===== src/rtl/dense_pkg.sv =====
// Shared fixed-point defaults and saturating arithmetic for the dense-layer datapath.
package dense_pkg;

  localparam int NUM_NEURONS_DEF = 128;
  localparam int ADDR_W_DEF      = 7;
  localparam int DATA_W_DEF      = 16;

  typedef logic signed [DATA_W_DEF-1:0] fx_t;

  localparam fx_t FX_MAX = 16'sh7fff;
  localparam fx_t FX_MIN = 16'sh8000;

  // Sign-extend both operands by one bit, add, and clamp into the fx_t range.
  function automatic fx_t sat_add(input fx_t a, input fx_t b);
    logic [DATA_W_DEF:0] sum;
    sum = {a[DATA_W_DEF-1], a} + {b[DATA_W_DEF-1], b};
    case (sum[DATA_W_DEF:DATA_W_DEF-1])
      2'b01:   sat_add = FX_MAX;
      2'b10:   sat_add = FX_MIN;
      default: sat_add = fx_t'(sum[DATA_W_DEF-1:0]);
    endcase
  endfunction

endpackage


===== src/rtl/dense_sat_relu.sv =====
// Combinational bias add with saturation and optional ReLU clamp.
// Width-generic so later layers with other precisions can reuse it.
module dense_sat_relu
  import dense_pkg::*;
#(
  parameter int DATA_W = DATA_W_DEF,
  parameter int RELU   = 1
) (
  input  logic [DATA_W-1:0] a,
  input  logic [DATA_W-1:0] b,
  output logic [DATA_W-1:0] y
);

  localparam logic [DATA_W-1:0] SAT_MAX = {1'b0, {(DATA_W-1){1'b1}}};
  localparam logic [DATA_W-1:0] SAT_MIN = {1'b1, {(DATA_W-1){1'b0}}};

  logic [DATA_W:0]   sum_s;
  logic [DATA_W-1:0] sat_s;

  // Top two sum bits disagreeing means the true result left the DATA_W range.
  always_comb begin
    sum_s = {a[DATA_W-1], a} + {b[DATA_W-1], b};
    case (sum_s[DATA_W:DATA_W-1])
      2'b01:   sat_s = SAT_MAX;
      2'b10:   sat_s = SAT_MIN;
      default: sat_s = sum_s[DATA_W-1:0];
    endcase
    if ((RELU != 0) && sat_s[DATA_W-1]) begin
      y = {DATA_W{1'b0}};
    end else begin
      y = sat_s;
    end
  end

endmodule


===== src/rtl/dense_bias_relu.sv =====
// Dense-layer output stage: fetches each neuron's bias from the external ROM in step
// with the incoming dot products, adds it with saturation/ReLU, and registers the result.
module dense_bias_relu
  import dense_pkg::*;
#(
  parameter int NUM_NEURONS = NUM_NEURONS_DEF,
  parameter int ADDR_W      = ADDR_W_DEF,
  parameter int DATA_W      = DATA_W_DEF,
  parameter int RELU        = 1
) (
  input  logic              clock,
  input  logic              reset_n,
  input  logic              in_valid,
  output logic              in_ready,
  input  logic [DATA_W-1:0] in_data,
  output logic [ADDR_W-1:0] rom_addr,
  input  logic [DATA_W-1:0] rom_data,
  output logic              out_valid,
  input  logic              out_ready,
  output logic [DATA_W-1:0] out_data,
  output logic              out_last,
  output logic              vec_done
);

  localparam logic [ADDR_W-1:0] LAST_IDX = ADDR_W'(NUM_NEURONS - 1);
  localparam logic [ADDR_W-1:0] IDX_ONE  = ADDR_W'(1'b1);

  logic [ADDR_W-1:0] idx_r;
  logic [ADDR_W-1:0] idx_next_s;
  logic              prime_r;
  logic              out_valid_r;
  logic [DATA_W-1:0] out_data_r;
  logic              out_last_r;
  logic              in_ready_s;
  logic              accept_s;
  logic              at_last_s;
  logic [DATA_W-1:0] result_s;

  dense_sat_relu #(
    .DATA_W (DATA_W),
    .RELU   (RELU)
  ) u_sat_relu (
    .a (in_data),
    .b (rom_data),
    .y (result_s)
  );

  // Handshake and next-neuron index; rom_addr looks one neuron ahead so the
  // ROM's registered output lines up with the next accepted input.
  always_comb begin
    in_ready_s = prime_r & (~out_valid_r | out_ready);
    accept_s   = in_valid & in_ready_s;
    at_last_s  = (idx_r == LAST_IDX);
    if (accept_s) begin
      if (at_last_s) begin
        idx_next_s = {ADDR_W{1'b0}};
      end else begin
        idx_next_s = idx_r + IDX_ONE;
      end
    end else begin
      idx_next_s = idx_r;
    end
  end

  // rom_data is garbage until the ROM has seen one edge with a valid address.
  always_ff @(posedge clock or negedge reset_n) begin
    if (!reset_n) begin
      prime_r <= 1'b0;
    end else begin
      prime_r <= 1'b1;
    end
  end

  // Neuron counter.
  always_ff @(posedge clock or negedge reset_n) begin
    if (!reset_n) begin
      idx_r <= {ADDR_W{1'b0}};
    end else begin
      idx_r <= idx_next_s;
    end
  end

  // Single output register; a drain and a new accept in the same cycle just reload it.
  always_ff @(posedge clock or negedge reset_n) begin
    if (!reset_n) begin
      out_valid_r <= 1'b0;
      out_data_r  <= {DATA_W{1'b0}};
      out_last_r  <= 1'b0;
    end else if (accept_s) begin
      out_valid_r <= 1'b1;
      out_data_r  <= result_s;
      out_last_r  <= at_last_s;
    end else if (out_ready) begin
      out_valid_r <= 1'b0;
    end else begin
      out_valid_r <= out_valid_r;
    end
  end

  assign in_ready  = in_ready_s;
  assign rom_addr  = idx_next_s;
  assign out_valid = out_valid_r;
  assign out_data  = out_data_r;
  assign out_last  = out_last_r;
  assign vec_done  = out_valid_r & out_ready & out_last_r;

endmodule


===== config.mk =====
export PLATFORM = sky130hd
export DESIGN_NAME = dense_bias_relu
export DESIGN_NICKNAME = d
export VERILOG_FILES = /design/src/rtl/dense_pkg.sv /design/src/rtl/dense_sat_relu.sv /design/src/rtl/dense_bias_relu.sv
export SDC_FILE = /design/constraint.sdc
export NUM_CORES = 1
export LEC_CHECK = 0
export BUFFER_PORTS_ARGS = -buffer_cell sky130_fd_sc_hd__buf_2
export CORE_MARGIN = 3
export CORE_UTILIZATION = 50
export DETAILED_ROUTE_END_ITERATION = 8
export HOLD_SLACK_MARGIN = 0.03
export PLACE_DENSITY_LB_ADDON = 0.25
export SYNTH_ARGS = -nofsm -noshare
export SYNTH_HDL_FRONTEND = slang
export SYNTH_SLANG_ARGS = --single-unit

===== constraint.sdc =====
create_clock -name clock -period 1.75 [get_ports clock]
set_input_delay 0.35 -clock clock [delete_from_list [all_inputs] [get_ports clock]]
set_output_delay 0.35 -clock clock [all_outputs]
set_load 0.02 [all_outputs]

# Yosys cells after proc, flatten, opt, wreduce, memory -nomap -nowiden
# Index checks and enable logic that the tools add are counted.
# op_classes
addsub,2
eq_ne,3
mux,6
bitwise,6
reduce_logical,1
# op_table
cell,n
16-bit case mux with 2 select lines,1
16-bit by 16-bit adder with 17-bit output,1
15-bit 2-to-1 mux,1
7-bit 2-to-1 mux,2
"7-bit by 1-bit adder with 7-bit output, second input constant",1
"7-bit == test, second input constant",1
1-bit AND,4
"2-bit by 1-bit == test with 1-bit output, second input constant",1
"2-bit == test, second input constant",1
1-bit 2-to-1 mux,2
2-bit nonzero test,1
1-bit inverter,1
1-bit OR,1
# word_totals
reg_bits,26
in_bits,36
out_inout_bits,27
word_cells,23

# Longest topological paths before layout
# Gate-level depths: netlist of run 1.
# depth
word_depth,5
ltp_mapped,9
mapped_depth_nobuf,8

# By module
# From an unflattened synthesis of run 1, not the netlist that was laid out.
# hier_totals
hier_cells,242
hier_area_um2,2004.4
# by_module_without_submodules
module,instances,cells_per_inst,area_per_inst_um2,seq_area_each_um2
dense_bias_relu,1,112,1071.0,650.6
dense_sat_relu,1,130,933.4,0.0

# Worst setup path before layout of run 1
# OpenSTA, ideal clock, no wires.
# synth_timing
path_kind,input to register
from,in in_data[0]
to,reg out_data_r[8] (netlist: out_data[8])
setup_ns,0.131
arrival_time_ns,2.181
required_time_ns,1.619
slack_ns,-0.562
path_stages,9
path_buffers,1
path_cell_list,ha_1 > fa_1 > a21o_1 > a221oi_2 > o21ai_2 > nand3_2 > a221o_1 > buf_4 > o21ai_1
# synth_via
elab_chain_cells,4
word_cells_on_any_way,5
cone_classes,1 x add/sub; 2 x eq/ne; 2 x mux
# synth_rtl
item,line_no,text
"start, declared",dense_bias_relu.sv:15,"input logic [DATA_W-1:0] in_data,"
16-bit by 16-bit adder with 17-bit output *,dense_sat_relu.sv:22,"sum_s = {a[DATA_W-1], a} + {b[DATA_W-1], b};"
2-bit == test / 2-bit by 1-bit == test with 1-bit output (equally long branches),dense_sat_relu.sv:23,case (sum_s[DATA_W:DATA_W-1])
16-bit case mux with 2 select lines *,dense_sat_relu.sv:23,
15-bit 2-to-1 mux *,dense_sat_relu.sv:28,if ((RELU != 0) && sat_s[DATA_W-1]) begin
"end signal, assigned",dense_bias_relu.sv:87,out_data_r <= {DATA_W{1'b0}};
"end signal, assigned",dense_bias_relu.sv:91,out_data_r <= result_s;
"end, declared",dense_bias_relu.sv:32,logic [DATA_W-1:0] out_data_r;
# Mark *: on every way between the ends. The rest lies on a longest branch, timed or not.
# A chain may end at the register's enable or synchronous reset.

# Final worst setup path of run 1
# layout_timing
from,reg idx_r[0]
to,out rom_addr[6]
# layout_via
elab_chain_cells,3
word_cells_on_any_way,4
cone_classes,1 x add/sub; 1 x eq/ne; 2 x mux
# layout_rtl
item,line_no,text
"start, declared",dense_bias_relu.sv:28,logic [ADDR_W-1:0] idx_r;
"start signal, assigned",dense_bias_relu.sv:77,idx_r <= {ADDR_W{1'b0}};
"start signal, assigned",dense_bias_relu.sv:79,idx_r <= idx_next_s;
7-bit by 1-bit adder with 7-bit output / 7-bit == test (equally long branches),"dense_bias_relu.sv:58, dense_bias_relu.sv:53",
7-bit 2-to-1 mux *,dense_bias_relu.sv:55,if (at_last_s) begin
7-bit 2-to-1 mux *,dense_bias_relu.sv:54,if (accept_s) begin
"end, declared",dense_bias_relu.sv:16,"output logic [ADDR_W-1:0] rom_addr,"
# Marks and branches as above.

==> results.py, run 1 <==
metrics = {
    "critical_path": {
        "critPathRequiredTime_ns": 1.40,
        "end_kind": "primary output",
        "crit_type": "reg -> out",
        "crit_arrival_ns": 1.89,
        "start_kind": "flip-flop",
        "worstPathMaxFanout": 3,
    },
    "sta": {
        "fin_ws_ns": -0.485,
        "max_freq_ghz": 0.447,
        "max-slew-margin-rel": 0.611,
        "finalClockSkew_ns": 0.0118,
        "min_period_ns": 2.24,
        "post-route-period-util": 1.28,
        "rsz0062_at_grt": "yes",
        "fin_tns_setup_ns": -5.72,
        "finalMaxSlewViolations": 0,
        "setup_viol": 22,
        "worst_slew_pin_slew_ns": 0.583,
        "hold_viol": 0,
    },
    "pwr": {
        "p_sw_frac": 0.434,
        "p_sw_uw": 1220,
        "power_frac_comb": 0.566,
        "p_leak_uw": 0.00160,
        "power_density_nw_per_um2": 875,
        "internal_power_uw": 1580,
        "pwr-share-seq": 0.305,
        "vdd_drop_max_mv": 0.373,
        "clkPwrFrac": 0.129,
    },
    "logic_synthesis": {
        "ys_seq_area_frac": 0.327,
        "synth_edf_count": 0,
        "synth_fa_ha_area_frac": 0.121,
        "synth_fp_nets": 272,
        "ys_types": 52,
        "synth_area_um2": 1920,
        "synth_warnings": 0,
        "synth_xor_area_frac": 0.0686,
        "synth_cells": 218,
        "avgSynthCellArea_um2": 8.79,
        "ys_seq_elements": 25,
        "synth_flop_cell": "dfrtp_1",
        "synthArstFlopShare": 1.00,
        "synth_compound_area_frac": 0.244,
        "yosys.area_share.simple": 0.181,
        "muxShareOfSynthArea": 0.0105,
        "synth_top_family_by_area": "compound AO/OA/AOI/OAI gates",
    },
    "place": {
        "dp_hpwl_mm": 4.17,
        "globalplace.congestion": 0.833,
        "io_buffers": 61,
    },
    "grt": {
        "antenna_found_initial": 0,
        "grt_pass1_wl_mm": 12.0,
        "overflow": 0,
        "grt_pass1_vias": 2489,
        "grt_use_total": 0.351,
        "grt_max_degree": 26,
    },
    "routing": {
        "dr_total_vias": 2496,
        "drc": 0,
        "drt_iter0_markers": 313,
        "avgRoutedWirePerCell_um": 22.1,
        "postRouteAntennaNets": 0,
        "viasPerCell": 6.34,
        "dr.pass1.iters": 8,
        "routed_wl_mm": 8.71,
    },
    "final_layout": {
        "multi_input_area_um2": 1530,
        "seqCellArea_um2": 627,
        "nFillCells": 140,
        "nNetsFinal": 403,
        "final_cell_mix": "71 x buf_4, 52 x buf_2, 25 x nand2_1, 24 x dfrtp_1, 15 x o21ai_2",
        "area_growth_pct": 67.1,
        "final_common_cell": "buf_4",
        "drive_above_1_share": 0.555,
        "num_antenna_cells": 0,
        "fin_util": 0.909,
    },
    "min_path": {
        "hold_path_class": "in -> async",
    },
    "die": {
        "initial_core_util": 0.544,
        "die_w_um": 67.9,
        "design.portCount": 63,
        "die_h_um": 67.9,
        "dieArea_um2": 4610,
        "fp.coreArea_um2": 3520,
        "num_rows": 21,
    },
    "clock_network": {
        "cts_tree": "built",
        "numClockSinks": 25,
        "insertion_delay_ns": 0.28,
        "clk_pin_slew_worst_paths_ns": 0.10,
        "h-tree-depth": 1,
        "cts_root_buffer": "clkbuf_8",
        "cts_hold_buffers": 0,
        "clk_path_buf_depth": 2,
        "cts_buffers": 3,
    },
    "run_status": {
        "violations": "negative setup slack",
        "outcome": "complete, but fails checks",
    },
    "flow_run": {
        "drv_cap": 0,
    },
}
power groups by stage:
stage               clock [µW]  sequential (µW)  combinational (µW)
finish                     363              853                1590
floorplan                    0              920                 565
detailed placement           0              828                1120
CTS                        341              822                1330
global route               377              861                1670
global placement             0              820                1080
final timing paths:
| kind | start | endpoint | slack, ns | depth (start not counted) |
|---|---|---|---|---|
| max in group asynchronous | reset_n | out_valid$_DFFE_PN0P_ | 1.28 | 1 |
| setup reg to reg | out_valid$_DFFE_PN0P_ | out_data[13]$_DFFE_PN0P_ | -0.15 | 9 |
| hold / removal | reset_n | idx_r[0]$_DFF_PN0_ | 0.06 | 1 |
| setup / recovery | idx_r[0]$_DFF_PN0_ | rom_addr[6] | -0.49 | 6 |
| hold reg to reg | out_data[2]$_DFFE_PN0P_ | out_data[2]$_DFFE_PN0P_ | 0.50 | 2 |
| min in group clock | out_data[2]$_DFFE_PN0P_ | out_data[2]$_DFFE_PN0P_ | 0.50 | 2 |
flip-flops by register name, summed over array words and instances (netlist names):
signal     cells
idx_r          7
out_data      15
out_last       1
out_valid      1
prime_r        1
through the flow:
step | cells | power [µW] | hold WS, ns | instance area (µm²) | setup WS (ns)
2_1_floorplan | 218 | 1480 | 0.0544 | 1990 | -0.330
3_5_place_dp | 369 | 1950 | 0.362 | 2700 | -0.588
5_1_grt | 394 | 2900 | 0.0876 | 3200 | -0.524
4_1_cts | 389 | 2490 | 0.0728 | 3080 | -0.358
3_3_place_gp | 369 | 1900 | 0.357 | 2700 | -0.489
6_report | 394 | 2800 | 0.0551 | 3200 | -0.485
Yosys cell counts, types with 2 or more instances:
| cell | instances | area share |
|---|---|---|
| a21o_1 | 5 | 0.020 |
| a21oi_1 | 16 | 0.042 |
| a221oi_1 | 2 | 0.0091 |
| a31oi_1 | 2 | 0.0065 |
| and3_1 | 4 | 0.013 |
| buf_4 | 2 | 0.0078 |
| clkbuf_2 | 2 | 0.0052 |
| conb_1 | 2 | 0.0039 |
| dfrtp_1 | 25 | 0.33 |
| ha_1 | 17 | 0.11 |
| inv_1 | 7 | 0.014 |
| mux2i_1 | 2 | 0.010 |
| nand2_1 | 28 | 0.055 |
| nand2b_1 | 3 | 0.0098 |
| nand4_1 | 6 | 0.020 |
| nor2_1 | 17 | 0.033 |
| nor3_1 | 4 | 0.010 |
| o21a_1 | 3 | 0.012 |
| o21ai_0 | 12 | 0.031 |
| o21ai_1 | 11 | 0.029 |
| o21ai_2 | 2 | 0.0091 |
| or3_1 | 3 | 0.0098 |
| xnor2_1 | 10 | 0.046 |
| xor2_1 | 5 | 0.023 |
cells by family (layout without fill, tap and decap cells):
group                    count (synthesis)  after routing
other                                    2              2
buffers and inverters                   15            145
AO/OA/AOI/OAI                           68             68
XOR/XNOR                                15             15
multiplexers                             2              2
AND/OR/NAND/NOR                         73             73
flip-flops                              25             25
adder cells (fa/ha/maj)                 18             18
critical path: stages, from the launching register on:
cell and delay (ns):
dfrtp_1 0.40, ha_1 0.24, nand2_1 0.20, nor2_4 0.21, nand4_1 0.18, xnor2_2 0.21
buf_4 0.17
area by class of cell:
type | instances | share of cell area
well taps | 46 | 0.0180
multi-input cells | 178 | 0.476
clock buffers | 4 | 0.0141
inverters | 7 | 0.00821
repair buffers | 134 | 0.288
flip-flops and latches | 25 | 0.196
routing by layer:
metal / vias up / routed length, µm / GRT usage
li1: 1045 / - / -
met1: 1174 / 3020 / 0.370
met2: 205 / 4180 / 0.606
met3: 72 / 780 / 0.0821
met4: 0 / 728 / 0.258
met5: - / 0 / 0
what timing repair did:
item | in CTS | in global routing
setup endpoints to repair | 22 | 23
setup buffers | 16 | 7
resized for setup | 49 | 23
pin swaps | 27 | 8
gates cloned | 1 | 0
Note: power is estimated with default switching activity, not from simulation.
==> run 2, diff against run 1 <==
Settings changed: SYNTH_HIERARCHICAL set to 1.
Clock period 1.75 ns to 2.8 ns, I/O delays scaled along.
==> run 2 against run 1 <==
Against the previous run: the flow now finishes without violations; sequential cell count is 1 higher; worst hold slack better by 0.22 ns; non-clock buffer count is 58 lower.
==> results.py, run 2 <==
metrics = {
    "run_status": {
        "outcome": "finished, final reports clean",
    },
    "logic_synthesis": {
        "synth_flop_cell": "dfrtp_1",
        "synth_most_common_cell": "nand2_1",
        "ys_types": 50,
        "avgSynthCellArea_um2": 8.28,
        "yosys-top-cells-count": "64 x nand2_1, 30 x a21oi_1, 26 x dfrtp_1, 17 x ha_1, 9 x xnor2_1",
        "ys_seq_area_frac": 0.325,
        "synth_warnings": 6,
        "synth_top_area_frac": 0.325,
        "synth_fp_nets": 296,
        "synthArstFlopShare": 1.00,
        "synth_cells": 242,
        "synth_edf_count": 0,
        "synth_area_um2": 2000,
        "yosys.area.top_type": "dfrtp_1",
        "yosys-top-cells-area": "dfrtp_1 32%, nand2_1 12%, ha_1 11%, a21oi_1 7.5%, xnor2_1 3.9%",
        "ys_seq_elements": 26,
    },
    "sta": {
        "fin_tns_setup_ns": 0,
        "max_freq_ghz": 0.384,
        "rsz0062_at_grt": "no",
        "post-route-period-util": 0.930,
        "min_period_ns": 2.60,
        "finalClockSkew_ns": 0.00580,
        "hold_viol": 0,
        "timing.hold.ws_ns": 0.272,
        "setup_viol": 0,
        "max-slew-margin-rel": 0.620,
        "worst_slew_pin_slew_ns": 0.570,
        "finalMaxSlewViolations": 0,
        "fin_ws_ns": 0.195,
    },
    "clock_network": {
        "cts_hold_buffers": 0,
        "cts_post_setup_buffers_inserted": 0,
        "cts_resized": 0,
        "clk_path_buf_depth": 2,
        "cts_tree": "built",
        "clk_pin_slew_worst_paths_ns": 0.09,
        "h-tree-depth": 1,
        "numClockSinks": 26,
        "cts_buffers": 3,
        "insertion_delay_ns": 0.27,
        "cts_root_buffer": "clkbuf_8",
    },
    "critical_path": {
        "rrSetupSlack_ns": 1.31,
        "crit_arrival_ns": 2.77,
        "start_kind": "primary input",
        "r2r-start": "out_valid$_DFFE_PN0P_",
        "regToRegEndpoint": "idx_r[4]$_DFF_PN0_",
        "worstPathMaxFanout": 15,
        "crit_type": "in -> reg",
        "path_cells": "buf_2 -> ha_1 -> fa_1 -> a21oi_1 -> o21ai_0 -> o22a_1 -> a22o_1 -> o31ai_4 -> buf_12 -> a21oi_1 -> nand2_1 -> nand2_1",
        "end_kind": "flip-flop",
        "path_buf_inv": 2,
        "critPathRequiredTime_ns": 2.96,
        "r2r_cells": 4,
        "crit_slowest_cell": "fa_1",
        "slowest_delay_ns": 0.41,
        "crit_family": "compound AO/OA/AOI/OAI gates",
        "critPathLaunch": "in_data[0]",
    },
    "die": {
        "design.portCount": 63,
        "num_rows": 22,
        "die_w_um": 69.3,
        "dieArea_um2": 4800,
        "die_h_um": 69.3,
        "fp.coreArea_um2": 3770,
        "initial_core_util": 0.532,
    },
    "grt": {
        "met3_usage": 0.0435,
        "grt_pass1_wl_mm": 7.91,
        "antenna_found_initial": 0,
        "grt_max_degree": 27,
        "grt_pass1_vias": 1809,
        "top_usage_layer": "met2",
        "use_met1": 0.271,
        "grt_use_total": 0.194,
        "overflow": 0,
        "grt_use_met2": 0.320,
    },
    "final_layout": {
        "area_growth_pct": 23.3,
        "final_common_cell": "nand2_1",
        "fin_util": 0.656,
        "final_cell_mix": "64 x nand2_1, 62 x buf_2, 30 x a21oi_1, 26 x dfrtp_1, 17 x ha_1",
        "largest_reg_flops": 16,
        "nNetsFinal": 366,
        "drive_above_1_share": 0.286,
        "nFillCells": 338,
        "num_antenna_cells": 0,
    },
    "pwr": {
        "p_leak_uw": 0.00131,
        "power_density_nw_per_um2": 577,
        "vdd_drop_max_mv": 0.469,
    },
    "routing": {
        "dr_total_vias": 1946,
        "routed_wl_mm": 4.61,
        "avgRoutedWirePerCell_um": 12.8,
        "dr.pass1.iters": 4,
        "drc": 0,
        "drt_iter0_markers": 71,
        "viasPerCell": 5.42,
        "postRouteAntennaNets": 0,
    },
    "flow_run": {
        "drv_cap": 0,
    },
    "place": {
        "globalplace.congestion": 0.894,
        "dp_hpwl_mm": 3.65,
        "preCtsSetupSlack_ns": -0.0801,
        "io_buffers": 62,
    },
    "min_path": {
        "hold_path_class": "in -> async",
    },
}
-- run 2: metal layers --
metal,wire [µm],share of wire,vias to the layer above
met2,2180,0.47,52
met3,255,0.055,2
met5,0,0,-
met4,18,0.0039,0
met1,2160,0.47,901
li1,-,-,991
-- run 2: logic make-up (layout without fill, tap and decap cells) --
kind of cell               Yosys count  after routing  synth area share
other                                2              2           0.00375
muxes                                2              2            0.0106
AOI/OAI and AO/OA                   64             64             0.211
and+or+nand+nor                    100            100             0.224
DFF                                 26             26             0.325
adders and majority gates           18             18             0.116
buffers and inverters               17             86            0.0531
xor gates and xnor gates            13             13            0.0568
-- run 2: layout make-up --
type,instances,area (µm²),area share
Clock buffer,4,55.1,0.0223
Inverter,6,22.5,0.00911
Multi-Input combinational cell,199,1260,0.508
Sequential cell,26,651,0.263
Tap cell,48,60.1,0.0243
Timing Repair Buffer,76,428,0.173
-- run 2: worst max-delay path by stage --
stage,endpoint,slack [ns],cells past startpoint
after detailed placement,out_data[8]$_DFFE_PN0P_,-0.08,12
after CTS,out_data[8]$_DFFE_PN0P_,0.20,12
after floorplan,out_data[12]$_DFFE_PN0P_,0.04,11
after global routing,out_data[10]$_DFFE_PN0P_,0.05,13
final,out_data[8]$_DFFE_PN0P_,0.20,12
after global placement,out_data[6]$_DFFE_PN0P_,-0.002,11
-- run 2: power breakdown --
| group | internal (µW) | total, µW | switching, µW |
|---|---|---|---|
| clock | 126 | 241 | 115 |
| sequential | 463 | 534 | 70.6 |
| combinational | 263 | 653 | 390 |
-- run 2: per-stage QoR --
| stage | area (µm²) | power, µW | cells |
|---|---|---|---|
| final | 2470 | 1430 | 359 |
| after CTS | 2470 | 1440 | 359 |
| after detailed placement | 2420 | 1190 | 355 |
| after global routing | 2470 | 1540 | 359 |
| after global placement | 2420 | 1180 | 355 |
| after floorplan | 2010 | 975 | 242 |
